`src/rtl/shift_pkg.sv`:
```
// Shared encodings for the shift sequencer: operation codes, FSM states and op legality.
package shift_pkg;

   localparam int unsigned OP_W = 3;

   localparam logic [OP_W-1:0] OP_LSL = 3'b000;
   localparam logic [OP_W-1:0] OP_LSR = 3'b001;
   localparam logic [OP_W-1:0] OP_ASL = 3'b010;
   localparam logic [OP_W-1:0] OP_ASR = 3'b011;
   localparam logic [OP_W-1:0] OP_ROL = 3'b100;
   localparam logic [OP_W-1:0] OP_ROR = 3'b101;

   typedef enum logic [1:0] {
      ST_IDLE  = 2'b00,
      ST_SHIFT = 2'b01,
      ST_DONE  = 2'b10
   } state_e;

   function automatic logic is_legal_op(input logic [OP_W-1:0] op);
      return (op != 3'b110) && (op != 3'b111);
   endfunction

endpackage

```
`src/rtl/shift_step.sv`:
```
// Single-position shift/rotate step shared by all six operations; illegal ops pass data through.
module shift_step
   import shift_pkg::*;
#(
   parameter int unsigned WIDTH = 8
) (
   input  logic [WIDTH-1:0] d,
   input  logic [OP_W-1:0]  op,
   output logic [WIDTH-1:0] q
);

   always_comb begin
      q = d;
      case (op)
         OP_LSL, OP_ASL: q = {d[WIDTH-2:0], 1'b0};
         OP_LSR:         q = {1'b0, d[WIDTH-1:1]};
         OP_ASR:         q = {d[WIDTH-1], d[WIDTH-1:1]};
         OP_ROL:         q = {d[WIDTH-2:0], d[WIDTH-1]};
         OP_ROR:         q = {d[0], d[WIDTH-1:1]};
         default:        q = d;
      endcase
   end

endmodule

```
`src/rtl/shift_sequencer.sv`:
```
// Multi-cycle shift engine: accepts one request, applies one shift step per clock, then
// holds the registered result until the consumer takes it or the operation is aborted.
module shift_sequencer
   import shift_pkg::*;
#(
   parameter int unsigned WIDTH = 8,
   parameter int unsigned AMT_W = $clog2(WIDTH) + 1
) (
   input  logic             clk,
   input  logic             rst_n,
   input  logic             in_valid,
   output logic             in_ready,
   input  logic [OP_W-1:0]  in_op,
   input  logic [WIDTH-1:0] in_data,
   input  logic [AMT_W-1:0] in_amt,
   input  logic             abort,
   output logic             out_valid,
   input  logic             out_ready,
   output logic [WIDTH-1:0] out_data,
   output logic             out_err,
   output logic             busy
);

   state_e           r_state;
   state_e           w_state_next;
   logic [WIDTH-1:0] r_data;
   logic [OP_W-1:0]  r_op;
   logic [AMT_W-1:0] r_cnt;
   logic [WIDTH-1:0] r_out_data;
   logic             r_out_err;
   logic [WIDTH-1:0] w_step;
   logic             w_accept;
   logic             w_enter_done;

   shift_step #(
      .WIDTH (WIDTH)
   ) u_shift_step (
      .d  (r_data),
      .op (r_op),
      .q  (w_step)
   );

   // abort outranks in_valid in IDLE
   assign w_accept     = (r_state == ST_IDLE) && in_valid && !abort;
   assign w_enter_done = (r_state != ST_DONE) && (w_state_next == ST_DONE);

   always_ff @(posedge clk or negedge rst_n) begin
      if (!rst_n) begin
         r_state <= ST_IDLE;
      end else begin
         r_state <= w_state_next;
      end
   end

   always_comb begin
      w_state_next = r_state;
      case (r_state)
         ST_IDLE: begin
            if (w_accept) begin
               w_state_next = ((in_amt == '0) || !is_legal_op(in_op)) ? ST_DONE : ST_SHIFT;
            end
         end
         ST_SHIFT: begin
            if (abort) begin
               w_state_next = ST_IDLE;
            end else if (r_cnt == AMT_W'(1)) begin
               w_state_next = ST_DONE;
            end
         end
         ST_DONE: begin
            if (abort || out_ready) begin
               w_state_next = ST_IDLE;
            end
         end
         default: w_state_next = ST_IDLE;
      endcase
   end

   always_comb begin
      in_ready  = 1'b0;
      out_valid = 1'b0;
      busy      = 1'b1;
      case (r_state)
         ST_IDLE: begin
            in_ready = 1'b1;
            busy     = 1'b0;
         end
         ST_DONE: out_valid = 1'b1;
         default: ;
      endcase
   end

   always_ff @(posedge clk or negedge rst_n) begin
      if (!rst_n) begin
         r_data <= '0;
         r_op   <= OP_LSL;
         r_cnt  <= '0;
      end else if (w_accept) begin
         r_data <= in_data;
         r_op   <= in_op;
         r_cnt  <= in_amt;
      end else if ((r_state == ST_SHIFT) && !abort) begin
         r_data <= w_step;
         r_cnt  <= r_cnt - AMT_W'(1);
      end
   end

   // Result registers load only on entry to DONE so they hold across the next request.
   always_ff @(posedge clk or negedge rst_n) begin
      if (!rst_n) begin
         r_out_data <= '0;
         r_out_err  <= 1'b0;
      end else if (w_enter_done) begin
         if (r_state == ST_IDLE) begin
            r_out_data <= in_data;
            r_out_err  <= !is_legal_op(in_op);
         end else begin
            r_out_data <= w_step;
            r_out_err  <= !is_legal_op(r_op);
         end
      end
   end

   assign out_data = r_out_data;
   assign out_err  = r_out_err;

endmodule

```
`config.mk`:
```
export PLATFORM = sky130hd
export DESIGN_NAME = shift_sequencer
export DESIGN_NICKNAME = d
export VERILOG_FILES = /design/src/rtl/shift_pkg.sv /design/src/rtl/shift_step.sv /design/src/rtl/shift_sequencer.sv
export SDC_FILE = /design/constraint.sdc
export NUM_CORES = 1
export LEC_CHECK = 0
export ABC_CLOCK_PERIOD_IN_PS = 1600
export CAP_MARGIN = 20
export CORE_AREA = 2 2 74 55
export DETAILED_ROUTE_END_ITERATION = 8
export DIE_AREA = 0 0 76 57
export PLACE_DENSITY = 0.8
export SLEW_MARGIN = 20
export SYNTH_ARGS = -nofsm -noshare
export SYNTH_HDL_FRONTEND = slang
export SYNTH_SLANG_ARGS = --single-unit
```
`constraint.sdc`:
```
create_clock -name clk -period 1.6 [get_ports clk]
set_input_delay 0.16 -clock clk [delete_from_list [all_inputs] [get_ports clk]]
set_output_delay 0.16 -clock clk [all_outputs]
set_load 0.02 [all_outputs]
```
* Word-level counts from Yosys, hierarchy flattened
Index checks and enable logic that the tools add are counted.
** Operators by class
- $add $sub $neg :: 1
- Equal/unequal tests :: 14
- Muxes and demuxes :: 16
- Reduce and logical (&&, ||, !) cells :: 16
** Operators by type and width (count)
- one-hot mux 8 bit (5 select lines) :: 1
- 2-to-1 mux 8 bit :: 3
- != test 3 bit (second input constant) :: 4
- 2-to-1 mux 2 bit :: 5
- 2-to-1 mux 4 bit :: 2
- == test 3 x 2 -> 1 bit (second input constant) :: 2
- == test 3 bit (second input constant) :: 2
- logical AND 1 bit :: 6
- one-hot mux 2 bit (3 select lines) :: 1
- == test 2 bit (second input constant) :: 2
- == test 4 x 1 -> 1 bit (second input constant) :: 1
- zero test 4 bit :: 1
- 2-to-1 mux 1 bit :: 4
- subtractor 4 x 1 -> 4 bit (second input constant) :: 1
- == test 3 x 1 -> 1 bit (second input constant) :: 1
- zero test 1 bit :: 3
- zero test 3 bit :: 1
- == test 2 x 1 -> 1 bit (second input constant) :: 1
- zero test 2 bit :: 1
- logical OR 1 bit :: 2
- != test 2 bit (second input constant) :: 1
- nonzero test 2 bit :: 1
- OR reduction 2 bit :: 1
** Storage, ports and cells
- Bits in registers :: 26
- Bits of input ports :: 20
- Output and inout bits :: 12
- Logic and storage cells :: 53

* Logic depth before layout (Yosys ltp)
- Depth after elaboration :: 9
- Depth in mapped cells :: 7
- Mapped depth without buffers :: 6

* Cells and area by module
Synthesis repeated with hierarchy kept, for this count alone.
** Second synthesis, totals
- Cells, all modules :: 148
- Area, all modules :: 1574.0 um^2
** Modules (own cells, without submodules)
- shift_sequencer :: instances 1, cells an instance 119, area each 1378.8 um^2, sequential area each 650.6 um^2
- shift_step :: instances 1, cells an instance 29, area each 195.2 um^2, sequential area each 0.0 um^2

* Worst setup path before layout
Ideal clock, no wire load.
- Kind :: register to register
- From :: register r_cnt[1]
- To :: register r_out_data[0] (netlist: out_data[0])
- Library setup time :: 125 ps
- Arrival :: 1393 ps
- Required time :: 1475 ps
- Slack :: 82 ps
- Cell stages (with the launch flop) :: 6
- Buffers on the path :: 0
- Period minus slack after synthesis :: 1518 ps
- Path through :: dfrtp_1 -> inv_1 -> ha_1 -> nand4bb_1 -> a21boi_4 -> mux2_2
** Between the ends
- Longest elaborated chain between the ends :: 6
** RTL lines
- start: declaration :: RTL line shift_sequencer.sv:28 : logic [AMT_W-1:0] r_cnt;
- start signal: assignment :: RTL line shift_sequencer.sv:101 : r_cnt <= in_amt;
- start signal: assignment :: RTL line shift_sequencer.sv:104 : r_cnt <= r_cnt - AMT_W'(1);
- == test 4 x 1 -> 1 bit :: RTL line shift_sequencer.sv:66 : end else if (r_cnt == AMT_W'(1)) begin
- 2-to-1 mux 2 bit :: RTL line shift_sequencer.sv:66
- 2-to-1 mux 2 bit :: RTL line shift_sequencer.sv:64 : if (abort) begin
- one-hot mux 2 bit (3 select lines) :: RTL line shift_sequencer.sv:57 : case (r_state)
- == test 2 bit :: RTL line shift_sequencer.sv:45 : assign w_enter_done = (r_state != ST_DONE) && (w_state_next == ST_DONE);
- logical AND 1 bit :: RTL line shift_sequencer.sv:45
- end signal: assignment :: RTL line shift_sequencer.sv:115 : r_out_data <= in_data;
- end signal: assignment :: RTL line shift_sequencer.sv:118 : r_out_data <= w_step;
- end: declaration :: RTL line shift_sequencer.sv:29 : logic [WIDTH-1:0] r_out_data;
Every way passes these cells.
A chain may end at the register's enable or synchronous reset.

* Worst setup path after layout
- From :: register r_cnt[1]
- To :: register r_out_data[4] (netlist: out_data[4])
The elaborated chain is that of the path after synthesis.

==> metrics.txt <==
status complete, but fails checks; failing checks setup timing; CTS tree done; Site Rows 19; Post-Syn Instances 163; worst-margin pin slew 0.359 ns; vias in the first global route approximately 1300; crit path capture type flop; worst hold slack 0.245 ns; register bit count reported by yosys 26; share of layout cells above drive strength 1 roughly 25%; Register-to-Register Path Depth 7; DIE HEIGHT 57 µm; drt first pass iters 4; CTS max path bufs 2; placed cell area 2020 µm²; crit-path max FO 4; Starting Density 41.9%; Syn Area/Cell 9.48 µm²; Period minus WS final roughly 1.6 ns; number of port buffers 31; 1st-iter DRT viols 178; nets@finish 240; I/O pin count 32; Synth Net Count 185; largest net degree at the start of global routing 27; FF+latch area 652 µm²; vias about 1400; Fin Setup TNS -0.0360 ns; Root Buffer clkbuf_8; Leak about 0.9 nW; Seq/Total Area, Yosys 42.1%; Clock Pin Slew Worst Setup and Hold Paths 0.09 ns; final worst setup slack -0.0108 ns; Slew HR 76.0%; pre-CTS setup slack -0.305 ns; Worst VDD drop around 0.0011 V; total grt overflow 0; worst skew pair latency about 0.28 ns; main combinational cell family by area after synthesis compound AO/OA/AOI/OAI gates; RSZ-0062 raised after global routing true; antenna cells 0; routed len/inst 14.9 µm; Slew Limit Fails 0; Crit Path Class reg2reg; drt total wl 3980 µm; Layout Utilization 59.4%; Yosys cell types slightly above 40; Finished Cell Area 2190 µm²; drc violations 0; slowest stage cell on the critical path dfrtp_1; Hold-fix buffers, CTS 0; period utilization 101%; Simple-Gate Fraction of Synth Area 21.0%; Met3 Wirelength around 230 µm; Post-DRT Antenna Nets 0; endpoints failing hold 0; Critical Path RT 1.77 ns; Total GRT Usage 19.7%; critical path startpoint category flop; top sig layer met4; Setup-failing EPs final 8; CP peak stage delay roughly 0.40 ns; cell area after synthesis about 1500 µm²; Post-Synth Adder-Cell Area 1.62%; WL met2 1720 µm; Vias per Instance 5.34; Cell Chain, Critical Path inv_2 -> ha_4 -> nand4bb_4 -> a21boi_4 -> buf_4 -> buf_16 -> mux2_2; die extent in x 76 µm; Area Growth Syn to Fin 41.5%; CTS buffer count 3; post-synthesis xor/xnor area fraction 0%; area of the multi-input gates between 800 and 900 µm²; maximum operating frequency 621 MHz; Core ar. 3680 µm²; die area 4330 µm²; Yosys warning count 0; worst hold path class in2async; number of max-cap violations 0; Metal-1 WL 2020 µm; Clock Skews 0.00765 ns; mux contribution to synthesized area under 10%; Data arrival, critical path 1.78 ns; Clock Sinks 26; RD Place Congestion a little under 0.8; first-pass GRT wire length 6760 µm; initial antenna violation count 0; depth of the CTS H-tree 1; DP Wirelength 2800 µm; Compound-Gate Fraction of Synth Area 23.6%; Fill cells 328; power density over the cells 1500 nW/µm²
## timing repair
item                       CTS  global route
gates resized for setup     14             6
gates cloned                 1             1
setup endpoints to repair   12            18
setup buffers                2             4
pin swaps                    0             4
## state kept, by name, summed over array words and instances (netlist names)
| signal | flops |
|---|---|
| out_data | 8 |
| out_err | 1 |
| r_cnt | 4 |
| r_data | 8 |
| r_op | 3 |
| r_state | 2 |
## cell usage after synthesis
cell | n | area, µm²
nor3_1 | 2 | 10.0
clkbuf_1 | 3 | 11.3
nand3_1 | 1 | 5.00
o21ai_1 | 6 | 30.0
nor4b_4 | 1 | 23.8
inv_1 | 4 | 15.0
a32oi_1 | 1 | 8.76
a21oi_1 | 3 | 15.0
nor4_2 | 1 | 12.5
a31oi_1 | 1 | 6.26
a41oi_1 | 1 | 8.76
o31ai_1 | 1 | 7.51
or3b_1 | 1 | 8.76
or4bb_1 | 1 | 11.3
nor3b_4 | 1 | 18.8
nor2b_1 | 8 | 50.1
dfrtp_1 | 26 | 651
a211oi_1 | 6 | 45.0
inv_4 | 1 | 6.26
o21ai_0 | 22 | 110
o211ai_1 | 2 | 15.0
a221o_1 | 2 | 20.0
and2_1 | 2 | 12.5
mux2_2 | 8 | 90.1
o221a_2 | 1 | 11.3
buf_2 | 2 | 10.0
o211a_1 | 1 | 10.0
o22ai_1 | 2 | 12.5
nand4bb_1 | 1 | 11.3
nor3b_1 | 1 | 7.51
a21boi_4 | 1 | 18.8
a22oi_1 | 6 | 45.0
ha_1 | 2 | 25.0
nand2_1 | 24 | 90.1
buf_6 | 3 | 33.8
or2_1 | 1 | 6.26
nor2_2 | 1 | 6.26
nand4b_1 | 1 | 8.76
nand3b_1 | 1 | 7.51
mux2_4 | 1 | 15.0
nor2_1 | 9 | 33.8
## kinds of logic after synthesis
group | count (synthesis)
AOI/OAI and AO/OA | 56
adders and majority gates | 2
buffers and inverters | 13
DFF | 26
muxes | 9
and+or+nand+nor | 57
## worst max-delay path, delay by kind of cell (launching register included)
| kind | cells | cell delay [ns] |
|---|---|---|
| fa+ha+maj | 1 | 0.15 |
| simple gates | 1 | 0.14 |
| compound gates | 1 | 0.17 |
| flops | 1 | 0.40 |
| buf+inv | 3 | 0.34 |
| mux | 1 | 0.32 |
## metrics by stage
step	power (mW)	cells
global placement	2.71	257
finish	3.27	268
floorplan	2.13	163
global route	3.50	268
detailed placement	2.77	257
CTS	3.24	263
## layout make-up
class	count	area share [%]
Multi-Input combinational cell	125	40.0
Tap cell	52	2.97
Timing Repair Buffer	57	24.3
Clock buffer	3	1.89
Inverter	5	0.973
Sequential cell	26	29.8
## per-layer routing
metal / vias to the layer above / track usage (%)
li1: 707 / -
met1: 673 / 29.0
met2: 48 / 30.1
met3: 4 / 4.75
met4: 0 / 3.64
met5: - / 0
## worst paths after layout
| path | from | slack, ns | to |
|---|---|---|---|
| max | r_cnt[1]$_DFFE_PN0P_ | -0.01 | out_data[4]$_DFFE_PN0P_ |
| min | rst_n | 0.25 | r_cnt[3]$_DFFE_PN0P_ |
| max reg2reg | r_cnt[1]$_DFFE_PN0P_ | -0.01 | out_data[4]$_DFFE_PN0P_ |
| min reg2reg | r_op[0]$_DFFE_PN0N_ | 0.50 | r_op[0]$_DFFE_PN0N_ |
| max in group asynchronous | rst_n | 1.09 | r_state[0]$_DFF_PN0_ |
| min in group clk | in_op[0] | 0.41 | r_op[0]$_DFFE_PN0N_ |
## power breakdown
part / leakage, nW / internal [mW] / total [mW] / switching (mW)
clock: 0.0216 / 0.169 / 0.381 / 0.212
combinational: 0.580 / 0.861 / 1.68 / 0.815
sequential: 0.318 / 0.947 / 1.21 / 0.267
## placed cells by master, fill, tap and decap left out, types with 6 or more instances in the layout
master           instances
a211oi_1                 6
a22oi_1                  6
buf_4                   23
clkdlybuf4s50_1         26
dfrtp_1                 25
mux2_2                   8
nand2_1                 24
nor2_1                   8
nor2b_1                  7
o21ai_0                 21
o21ai_1                  6
Note: power is estimated with default switching activity, not from simulation.
